`src/rtl/alu_pkg.sv`:
```
// Shared opcode, FSM-state and flag-index definitions for the multicycle ALU.
package alu_pkg;

  localparam logic [3:0] OP_NOP   = 4'b0000;
  localparam logic [3:0] OP_NOT_A = 4'b0001;
  localparam logic [3:0] OP_AND   = 4'b0010;
  localparam logic [3:0] OP_OR    = 4'b0011;
  localparam logic [3:0] OP_XOR   = 4'b0100;
  localparam logic [3:0] OP_XNOR  = 4'b0101;
  localparam logic [3:0] OP_ADD   = 4'b0110;
  localparam logic [3:0] OP_SUB   = 4'b0111;
  localparam logic [3:0] OP_MUL   = 4'b1000;

  typedef enum logic [1:0] {
    ST_IDLE = 2'b00,
    ST_EXEC = 2'b01,
    ST_MUL  = 2'b10
  } state_t;

  localparam int FLAG_N    = 0;
  localparam int FLAG_Z    = 1;
  localparam int FLAG_C    = 2;
  localparam int FLAG_V    = 3;
  localparam int NUM_FLAGS = 4;

  // Two's-complement overflow of x + y from the sign bits of the addends and the sum.
  function automatic logic add_ovf(input logic x_msb, input logic y_msb, input logic sum_msb);
    return (x_msb == y_msb) && (sum_msb != x_msb);
  endfunction

endpackage

```
`src/rtl/alu_mul_seq.sv`:
```
// Radix-2 shift-add unsigned multiplier core: load latches operands, each step retires one
// multiplier bit; last flags the final step, whose sum is presented on product.
module alu_mul_seq
  import alu_pkg::*;
#(
  parameter int WIDTH = 32
) (
  input  logic                 clk,
  input  logic                 reset,
  input  logic                 load,
  input  logic                 step,
  input  logic [WIDTH-1:0]     a,
  input  logic [WIDTH-1:0]     b,
  output logic                 last,
  output logic [2*WIDTH-1:0]   product
);

  localparam int W2 = 2 * WIDTH;
  localparam logic [WIDTH-1:0] LAST_CNT = WIDTH'(WIDTH - 1);

  logic [W2-1:0]    acc_r;
  logic [W2-1:0]    mcand_r;
  logic [WIDTH-1:0] mplier_r;
  logic [WIDTH-1:0] cnt_r;
  logic [W2-1:0]    addend_s;

  // Partial product of the current step; product is the accumulator after this step.
  always_comb begin
    addend_s = {W2{1'b0}};
    if (mplier_r[0]) begin
      addend_s = mcand_r;
    end else begin
      addend_s = {W2{1'b0}};
    end
  end

  assign product = acc_r + addend_s;
  assign last    = step && (cnt_r == LAST_CNT);

  // Operand shifters, accumulator and iteration counter.
  always_ff @(posedge clk or posedge reset) begin
    if (reset) begin
      acc_r    <= {W2{1'b0}};
      mcand_r  <= {W2{1'b0}};
      mplier_r <= {WIDTH{1'b0}};
      cnt_r    <= {WIDTH{1'b0}};
    end else if (load) begin
      acc_r    <= {W2{1'b0}};
      mcand_r  <= {{WIDTH{1'b0}}, a};
      mplier_r <= b;
      cnt_r    <= {WIDTH{1'b0}};
    end else if (step) begin
      acc_r    <= product;
      mcand_r  <= {mcand_r[W2-2:0], 1'b0};
      mplier_r <= {1'b0, mplier_r[WIDTH-1:1]};
      cnt_r    <= cnt_r + {{(WIDTH-1){1'b0}}, 1'b1};
    end else begin
      acc_r    <= acc_r;
      mcand_r  <= mcand_r;
      mplier_r <= mplier_r;
      cnt_r    <= cnt_r;
    end
  end

endmodule

```
`src/rtl/alu_mc.sv`:
```
// Registered multicycle ALU with start/busy/done handshake and N/Z/C/V/err flags.
// Optional sequential multiplier enabled by defining ALU_MC_MUL_EN.
module alu_mc
  import alu_pkg::*;
#(
  parameter int WIDTH = 32
) (
  input  logic                 clk,
  input  logic                 reset,
  input  logic                 start,
  input  logic [3:0]           op,
  input  logic [WIDTH-1:0]     a,
  input  logic [WIDTH-1:0]     b,
  output logic                 busy,
  output logic                 done,
  output logic [2*WIDTH-1:0]   result,
  output logic                 flag_n,
  output logic                 flag_z,
  output logic                 flag_c,
  output logic                 flag_v,
  output logic                 err
);

  localparam int W2 = 2 * WIDTH;

  state_t                 state_r, state_nxt_s;
  logic                   busy_r, busy_nxt_s;
  logic                   done_r, done_nxt_s;
  logic                   err_r, err_nxt_s;
  logic [W2-1:0]          result_r, result_nxt_s;
  logic [NUM_FLAGS-1:0]   flags_r, flags_nxt_s;
  logic                   upd_s;

  logic                   accept_s;
  logic                   is_mul_s;
  logic                   mul_load_s;
  logic                   mul_step_s;
  logic                   mul_last_s;
  logic [W2-1:0]          mul_prod_s;

  logic [WIDTH:0]         sum_s;
  logic [WIDTH:0]         diff_s;
  logic [WIDTH-1:0]       low_s;
  logic                   c_s, v_s, alu_err_s;
  logic [NUM_FLAGS-1:0]   alu_flags_s;

  assign accept_s   = start && !busy_r && (state_r == ST_IDLE);
  assign mul_step_s = (state_r == ST_MUL);

`ifdef ALU_MC_MUL_EN
  assign is_mul_s = (op == OP_MUL);

  alu_mul_seq #(.WIDTH(WIDTH)) u_mul (
    .clk     (clk),
    .reset   (reset),
    .load    (mul_load_s),
    .step    (mul_step_s),
    .a       (a),
    .b       (b),
    .last    (mul_last_s),
    .product (mul_prod_s)
  );
`else
  assign is_mul_s   = 1'b0;
  assign mul_last_s = 1'b0;
  assign mul_prod_s = {W2{1'b0}};
`endif

  // Single-cycle ops evaluate straight from the input operands so their result can be
  // registered on the accepting edge; OP_MUL falls into the illegal arm here and is only
  // routed to the multiplier when it is built.
  always_comb begin
    sum_s     = {1'b0, a} + {1'b0, b};
    diff_s    = {1'b0, a} + {1'b0, ~b} + {{WIDTH{1'b0}}, 1'b1};
    low_s     = {WIDTH{1'b0}};
    c_s       = 1'b0;
    v_s       = 1'b0;
    alu_err_s = 1'b0;
    case (op)
      OP_NOP:   low_s = {WIDTH{1'b0}};
      OP_NOT_A: low_s = ~a;
      OP_AND:   low_s = a & b;
      OP_OR:    low_s = a | b;
      OP_XOR:   low_s = a ^ b;
      OP_XNOR:  low_s = ~(a ^ b);
      OP_ADD: begin
        low_s = sum_s[WIDTH-1:0];
        c_s   = sum_s[WIDTH];
        v_s   = add_ovf(a[WIDTH-1], b[WIDTH-1], sum_s[WIDTH-1]);
      end
      OP_SUB: begin
        low_s = diff_s[WIDTH-1:0];
        c_s   = diff_s[WIDTH];
        v_s   = add_ovf(a[WIDTH-1], ~b[WIDTH-1], diff_s[WIDTH-1]);
      end
      default:  alu_err_s = 1'b1;
    endcase
    alu_flags_s = {NUM_FLAGS{1'b0}};
    if (!alu_err_s) begin
      alu_flags_s[FLAG_N] = low_s[WIDTH-1];
      alu_flags_s[FLAG_Z] = (low_s == {WIDTH{1'b0}});
      alu_flags_s[FLAG_C] = c_s;
      alu_flags_s[FLAG_V] = v_s;
    end else begin
      alu_flags_s = {NUM_FLAGS{1'b0}};
    end
  end

  // Next-state and next-output logic; busy stays high through the done cycle so a start
  // coinciding with done is dropped rather than queued.
  always_comb begin
    state_nxt_s  = state_r;
    busy_nxt_s   = 1'b0;
    done_nxt_s   = 1'b0;
    mul_load_s   = 1'b0;
    upd_s        = 1'b0;
    result_nxt_s = {{WIDTH{1'b0}}, low_s};
    flags_nxt_s  = alu_flags_s;
    err_nxt_s    = alu_err_s;
    case (state_r)
      ST_IDLE: begin
        if (accept_s && is_mul_s) begin
          state_nxt_s = ST_MUL;
          busy_nxt_s  = 1'b1;
          mul_load_s  = 1'b1;
        end else if (accept_s) begin
          state_nxt_s = ST_EXEC;
          busy_nxt_s  = 1'b1;
          done_nxt_s  = 1'b1;
          upd_s       = 1'b1;
        end else begin
          state_nxt_s = ST_IDLE;
        end
      end
      ST_EXEC: begin
        state_nxt_s = ST_IDLE;
      end
      ST_MUL: begin
        busy_nxt_s = 1'b1;
        if (mul_last_s) begin
          state_nxt_s         = ST_IDLE;
          done_nxt_s          = 1'b1;
          upd_s               = 1'b1;
          result_nxt_s        = mul_prod_s;
          err_nxt_s           = 1'b0;
          flags_nxt_s         = {NUM_FLAGS{1'b0}};
          flags_nxt_s[FLAG_N] = mul_prod_s[W2-1];
          flags_nxt_s[FLAG_Z] = (mul_prod_s == {W2{1'b0}});
        end else begin
          state_nxt_s = ST_MUL;
        end
      end
      default: begin
        state_nxt_s = ST_IDLE;
      end
    endcase
  end

  // FSM state register.
  always_ff @(posedge clk or posedge reset) begin
    if (reset) begin
      state_r <= ST_IDLE;
    end else begin
      state_r <= state_nxt_s;
    end
  end

  // Handshake, result and flag registers; result/flags/err hold between done pulses.
  always_ff @(posedge clk or posedge reset) begin
    if (reset) begin
      busy_r   <= 1'b0;
      done_r   <= 1'b0;
      result_r <= {W2{1'b0}};
      flags_r  <= {NUM_FLAGS{1'b0}};
      err_r    <= 1'b0;
    end else begin
      busy_r <= busy_nxt_s;
      done_r <= done_nxt_s;
      if (upd_s) begin
        result_r <= result_nxt_s;
        flags_r  <= flags_nxt_s;
        err_r    <= err_nxt_s;
      end else begin
        result_r <= result_r;
        flags_r  <= flags_r;
        err_r    <= err_r;
      end
    end
  end

  assign busy   = busy_r;
  assign done   = done_r;
  assign result = result_r;
  assign flag_n = flags_r[FLAG_N];
  assign flag_z = flags_r[FLAG_Z];
  assign flag_c = flags_r[FLAG_C];
  assign flag_v = flags_r[FLAG_V];
  assign err    = err_r;

endmodule

```
`config.mk`:
```
export PLATFORM = sky130hd
export DESIGN_NAME = alu_mc
export DESIGN_NICKNAME = d
export VERILOG_FILES = /design/src/rtl/alu_pkg.sv /design/src/rtl/alu_mul_seq.sv /design/src/rtl/alu_mc.sv
export SDC_FILE = /design/constraint.sdc
export NUM_CORES = 1
export LEC_CHECK = 0
export CORE_UTILIZATION = 56
export CTS_BUF_LIST = sky130_fd_sc_hd__clkbuf_4 sky130_fd_sc_hd__clkbuf_8
export DETAILED_ROUTE_END_ITERATION = 8
export PLACE_DENSITY = 0.84
export REMOVE_ABC_BUFFERS = 1
export SLEW_MARGIN = 20
export SYNTH_ARGS = -nofsm -noshare
export SYNTH_HDL_FRONTEND = slang
export SYNTH_HIERARCHICAL = 1
export SYNTH_SLANG_ARGS = --single-unit
```
`constraint.sdc`:
```
create_clock -name clk -period 2.1 [get_ports clk]
set_input_delay 0.525 -clock clk [delete_from_list [all_inputs] [get_ports clk]]
set_output_delay 0.525 -clock clk [all_outputs]
set_load 0.05 [all_outputs]
```
==> results of run 1 <==
==> through the flow <==
stage	cells	TNS [ns]	setup slack, ns
after floorplan	1040	-26.51	-1.52
after detailed placement	1712	-54.29	-2.40
after global placement	1712	-48.77	-2.08
==> Yosys cell counts (5+ instances only) <==
master	count	area [µm²]
and2_1	6	37.5
buf_2	21	105
ha_1	101	1260
or2_2	6	37.5
nor3_1	23	115
nor2b_1	12	75.1
a21oi_1	81	405
a21o_1	10	75.1
nand3_1	18	90.1
o211ai_1	11	82.6
dfrtp_1	40	1000
nand2b_1	12	75.1
o311ai_0	6	52.6
a22oi_1	16	120
o31ai_1	16	120
nor3b_1	5	37.5
buf_4	32	240
nand2_1	119	447
a41oi_1	5	43.8
a211oi_1	21	158
or3_1	5	31.3
nor4_1	10	62.6
mux2i_1	36	360
o31a_1	5	43.8
xnor2_1	12	105
or4_1	6	45.0
inv_1	102	383
a22o_1	6	52.6
o22ai_1	8	50.1
nor2_1	98	368
o21ai_0	69	345
and3_1	5	31.3
a31oi_1	14	87.6
nand4_1	18	113
o21bai_1	10	75.1
clkbuf_1	40	150
a221oi_1	9	78.8
a32oi_1	7	61.3
==> logic make-up after synthesis <==
| logic type | share of synthesized area |
|---|---|
| muxes | 0.0507 |
| buffers and inverters | 0.116 |
| other | 0.000477 |
| DFF | 0.127 |
| and+or+nand+nor | 0.219 |
| xor gates and xnor gates | 0.0156 |
| adders and majority gates | 0.166 |
| AOI/OAI and AO/OA | 0.305 |
==> results.yml, run 1 <==
placement:
  gp_congestion: 1.18
  io_buffers: 109
  placed_cell_area_um2: 11700
  hpwlAfterDp_mm: 28.0
logic_synthesis:
  synthArstFlopShare: 1.00
  ys.flop_type: "dfrtp_1"
  ys_seq_area_frac: 0.127
  yosysWarningCount: 6
  syn_area_um2: 7860
  synth_cells: 1106
  ys_seq_elements: 40
  synth_edf_count: 0
  yosysUniqueCellTypes: 86
  syn-mean-instance-area_um2: 7.10
clock_tree:
  cts_sinks: 40
  htreeDepth: 2
  clockRootBuffer: "clkbuf_8"
  postCtsHoldBufs: 0
  numCtsBuffers: 5
  cts-resized-gates: 467
  post_cts_buffers: 83
  cts.path.max_buffers: 2
die:
  fp.dieH_um: 120
  die_x_um: 120
  start_util: 0.584
  ios: 142
  std_cell_rows: 42
run_status:
  status: "stopped before the end"
  firstError: "[ERROR DPL-0038] Utilization greater than 100%, impossible to legalize"
  lastStage: "clock tree synthesis (4_1_cts)"
==> run 2, diff against run 1 <==
--- a/config.mk
+++ b/config.mk
@@ -5,10 +5,9 @@
 export SDC_FILE = /design/constraint.sdc
 export NUM_CORES = 1
 export LEC_CHECK = 0
-export CORE_UTILIZATION = 56
-export CTS_BUF_LIST = sky130_fd_sc_hd__clkbuf_4 sky130_fd_sc_hd__clkbuf_8
+export CORE_UTILIZATION = 40
 export DETAILED_ROUTE_END_ITERATION = 8
-export PLACE_DENSITY = 0.84
+export PLACE_DENSITY_LB_ADDON = 0.15
 export REMOVE_ABC_BUFFERS = 1
 export SLEW_MARGIN = 20
 export SYNTH_ARGS = -nofsm -noshare
==> run 2 against run 1 <==
Net effect: the flow now finishes, with violations (negative setup slack); synthesized cell count did not move; synthesized area did not move.
==> results.yml, run 2 <==
logic_synthesis:
  synth_common_cells: "119 x nand2_1, 102 x inv_1, 101 x ha_1"
  yosysMostFrequentCell: "nand2_1"
  post-synth-top-area-fraction: 0.161
  ys_seq_elements: 40
  synth_cells: 1106
  syn_area_um2: 7860
  synth_area_leader_cell: "ha_1"
  ys_seq_area_frac: 0.127
  yosysUniqueCellTypes: 86
  yosysWarningCount: 6
  synthArstFlopShare: 1.00
  syn-mean-instance-area_um2: 7.10
  synth_edf_count: 0
  synth_area_leaders: "ha_1 16%, dfrtp_1 13%, nand2_1 5.7%"
  ys.flop_type: "dfrtp_1"
sta:
  finalCriticalPeriod_ns: 3.64
  skew_ns: 0.00625
  whs_ns: 0.484
  timing.fmax_mhz: 275
  hold_viol: 0
  setup_ws_ns: -1.54
  slew_violations: 0
  worst_pin_slew_ns: 0.677
  rsz0062_at_grt: "yes"
  fin_crit_sh: 1.73
  setup_viol: 32
  slew_headroom: 0.544
die:
  fp.dieH_um: 142
  die_x_um: 142
  fp.coreArea_um2: 19000
  start_util: 0.414
  std_cell_rows: 50
  die_area_um2: 20200
  ios: 142
routing:
  routed_wl_mm: 39.1
  wl_met2_mm: 18.9
  vias: 11000
  wl_per_cell_um: 20.3
  first_pass_iters: 6
  initialDrtViolationCount: 877
  vias_per_cell: 5.71
  wl_met1_mm: 16.0
  drcViolationCount: 0
  ant_nets: 0
  top_layer: "met4"
  dr_wl_met3_mm: 2.99
final_layout:
  diodes: 0
  layout.cells.non_filler: 1926
  fin_nets: 1839
  final_common_cell: "buf_4"
  multi_input_area_um2: 8070
  drive_above_1_share: 0.538
  largest_reg_flops: 32
  fillers: 1243
  seq_area_um2: 1000
  area_growth_pct: 93.5
  final_cell_mix: "448 x buf_4, 103 x nand2_1, 79 x nor2_1"
  final_util: 0.802
run_status:
  violations: "negative setup slack"
  status: "finished with violations"
global_routing:
  grt_pass1_wl_mm: 57.2
  grt_pass1_vias: 10500
  antenna_found_initial: 0
  grt_max_degree: 57
  track_usage: 0.364
  overflow: 0
critical_path:
  crit_buf_inv: 7
  path_common_cell: "buf_4"
  cp.arrival_ns: 3.86
  critPathCaptureType: "register"
  path_cells: "buf_8 > inv_4 > ha_4 > inv_2 > fa_2 > nor2b_4 > o311ai_2 > buf_4 > buf_6 > a211oi_4 > o31ai_2 > buf_4 > nand2_4 > a222oi_1 > nand4bb_1 > nor4_4 > buf_4 > and4_1 > a41o_1"
  critPathLaunchType: "input port"
  slowest_delay_ns: 0.35
  required_ns: 2.33
  cp_max_fo: 3
  slowest_stage: "fa_2"
  crit_family: "compound AO/OA/AOI/OAI gates"
  setup.worst_path.class: "input port to register"
clock_tree:
  cts.path.max_buffers: 2
  clkTransAtPathRegs_ns: 0.06
  numCtsBuffers: 5
  cts_sinks: 40
  tritoncts: "yes"
  clockRootBuffer: "clkbuf_16"
  postCtsHoldBufs: 0
  clkLatencyLatePin_ns: 0.29
  htreeDepth: 2
placement:
  io_buffers: 109
  placed_cells: 1836
  hpwlAfterDp_mm: 28.1
  post-place-ws_ns: -2.52
  gp_congestion: 0.987
power:
  p_total_w: 0.00714
  leakage_nw: 7.03
  peakVddDrop_mv: 0.541
  power_density_nw_per_um2: 470
min_path:
  hold_path_class: "register to register"
job:
  max_cap_violations: 0
## run 2: cells by family after synthesis
kind of cell    count (synthesis)  synth area share
compound gates                350             0.305
xor+xnor                       14            0.0156
fa+ha+maj                     103             0.166
buf+inv                       200             0.116
flops                          40             0.127
mux                            39            0.0507
other cells                     1          0.000477
simple gates                  359             0.219
## run 2: per-layer routing
layer | global-route usage | vias to the layer above
li1 | - | 5059
met1 | 0.482 | 5315
met2 | 0.623 | 531
met3 | 0.0407 | 96
met4 | 0.0962 | 0
met5 | 0 | -
## run 2: area by class of cell
class / instances / area share
Multi-Input combinational cell: 897 / 0.531
Timing Repair Buffer: 618 / 0.343
Sequential cell: 40 / 0.0659
Inverter: 103 / 0.0274
Tap cell: 260 / 0.0214
Clock buffer: 5 / 0.00823
Clock inverter: 3 / 0.00305
## run 2: worst min-delay path: stages, from the launching register on
cell,delay (ns)
dfrtp_1,0.35
nand2_1,0.05
nand2_1,0.05
## run 2: per-stage QoR
| stage | area (µm²) | TNS, ns |
|---|---|---|
| finish | 15200 | -23.48 |
| global route | 15200 | -26.00 |
| CTS | 14200 | -24.50 |
| detailed placement | 12100 | -54.65 |
| global placement | 12100 | -53.94 |
| floorplan | 7450 | -26.51 |
## run 2: power breakdown
part | switching (W) | internal (W) | total [W]
sequential | 0.000112 | 0.000927 | 0.00104
combinational | 0.00286 | 0.00231 | 0.00517
clock | 0.000365 | 0.000566 | 0.000931
## run 2: worst paths after layout
kind	from	endpoint	slack (ns)	cells past startpoint
setup / recovery	a[0]	flags_r[1]	-1.54	19
hold / removal	result[1]	result[1]	0.48	2
setup reg to reg	state_r[1]	flags_r[1]	0	7
hold reg to reg	result[1]	result[1]	0.48	2
max in group asynchronous	reset	result[30]	1.30	3
min in group asynchronous	reset	flags_r[3]	0.59	3
## run 2: what timing repair did
action / in CTS / in global routing
pin swaps: 100 / 106
setup endpoints to repair: 35 / 35
cloned: 0 / 0
buffers inserted: 64 / 44
resized for setup: 503 / 210
No activity file was read; power rests on OpenSTA's default activity.
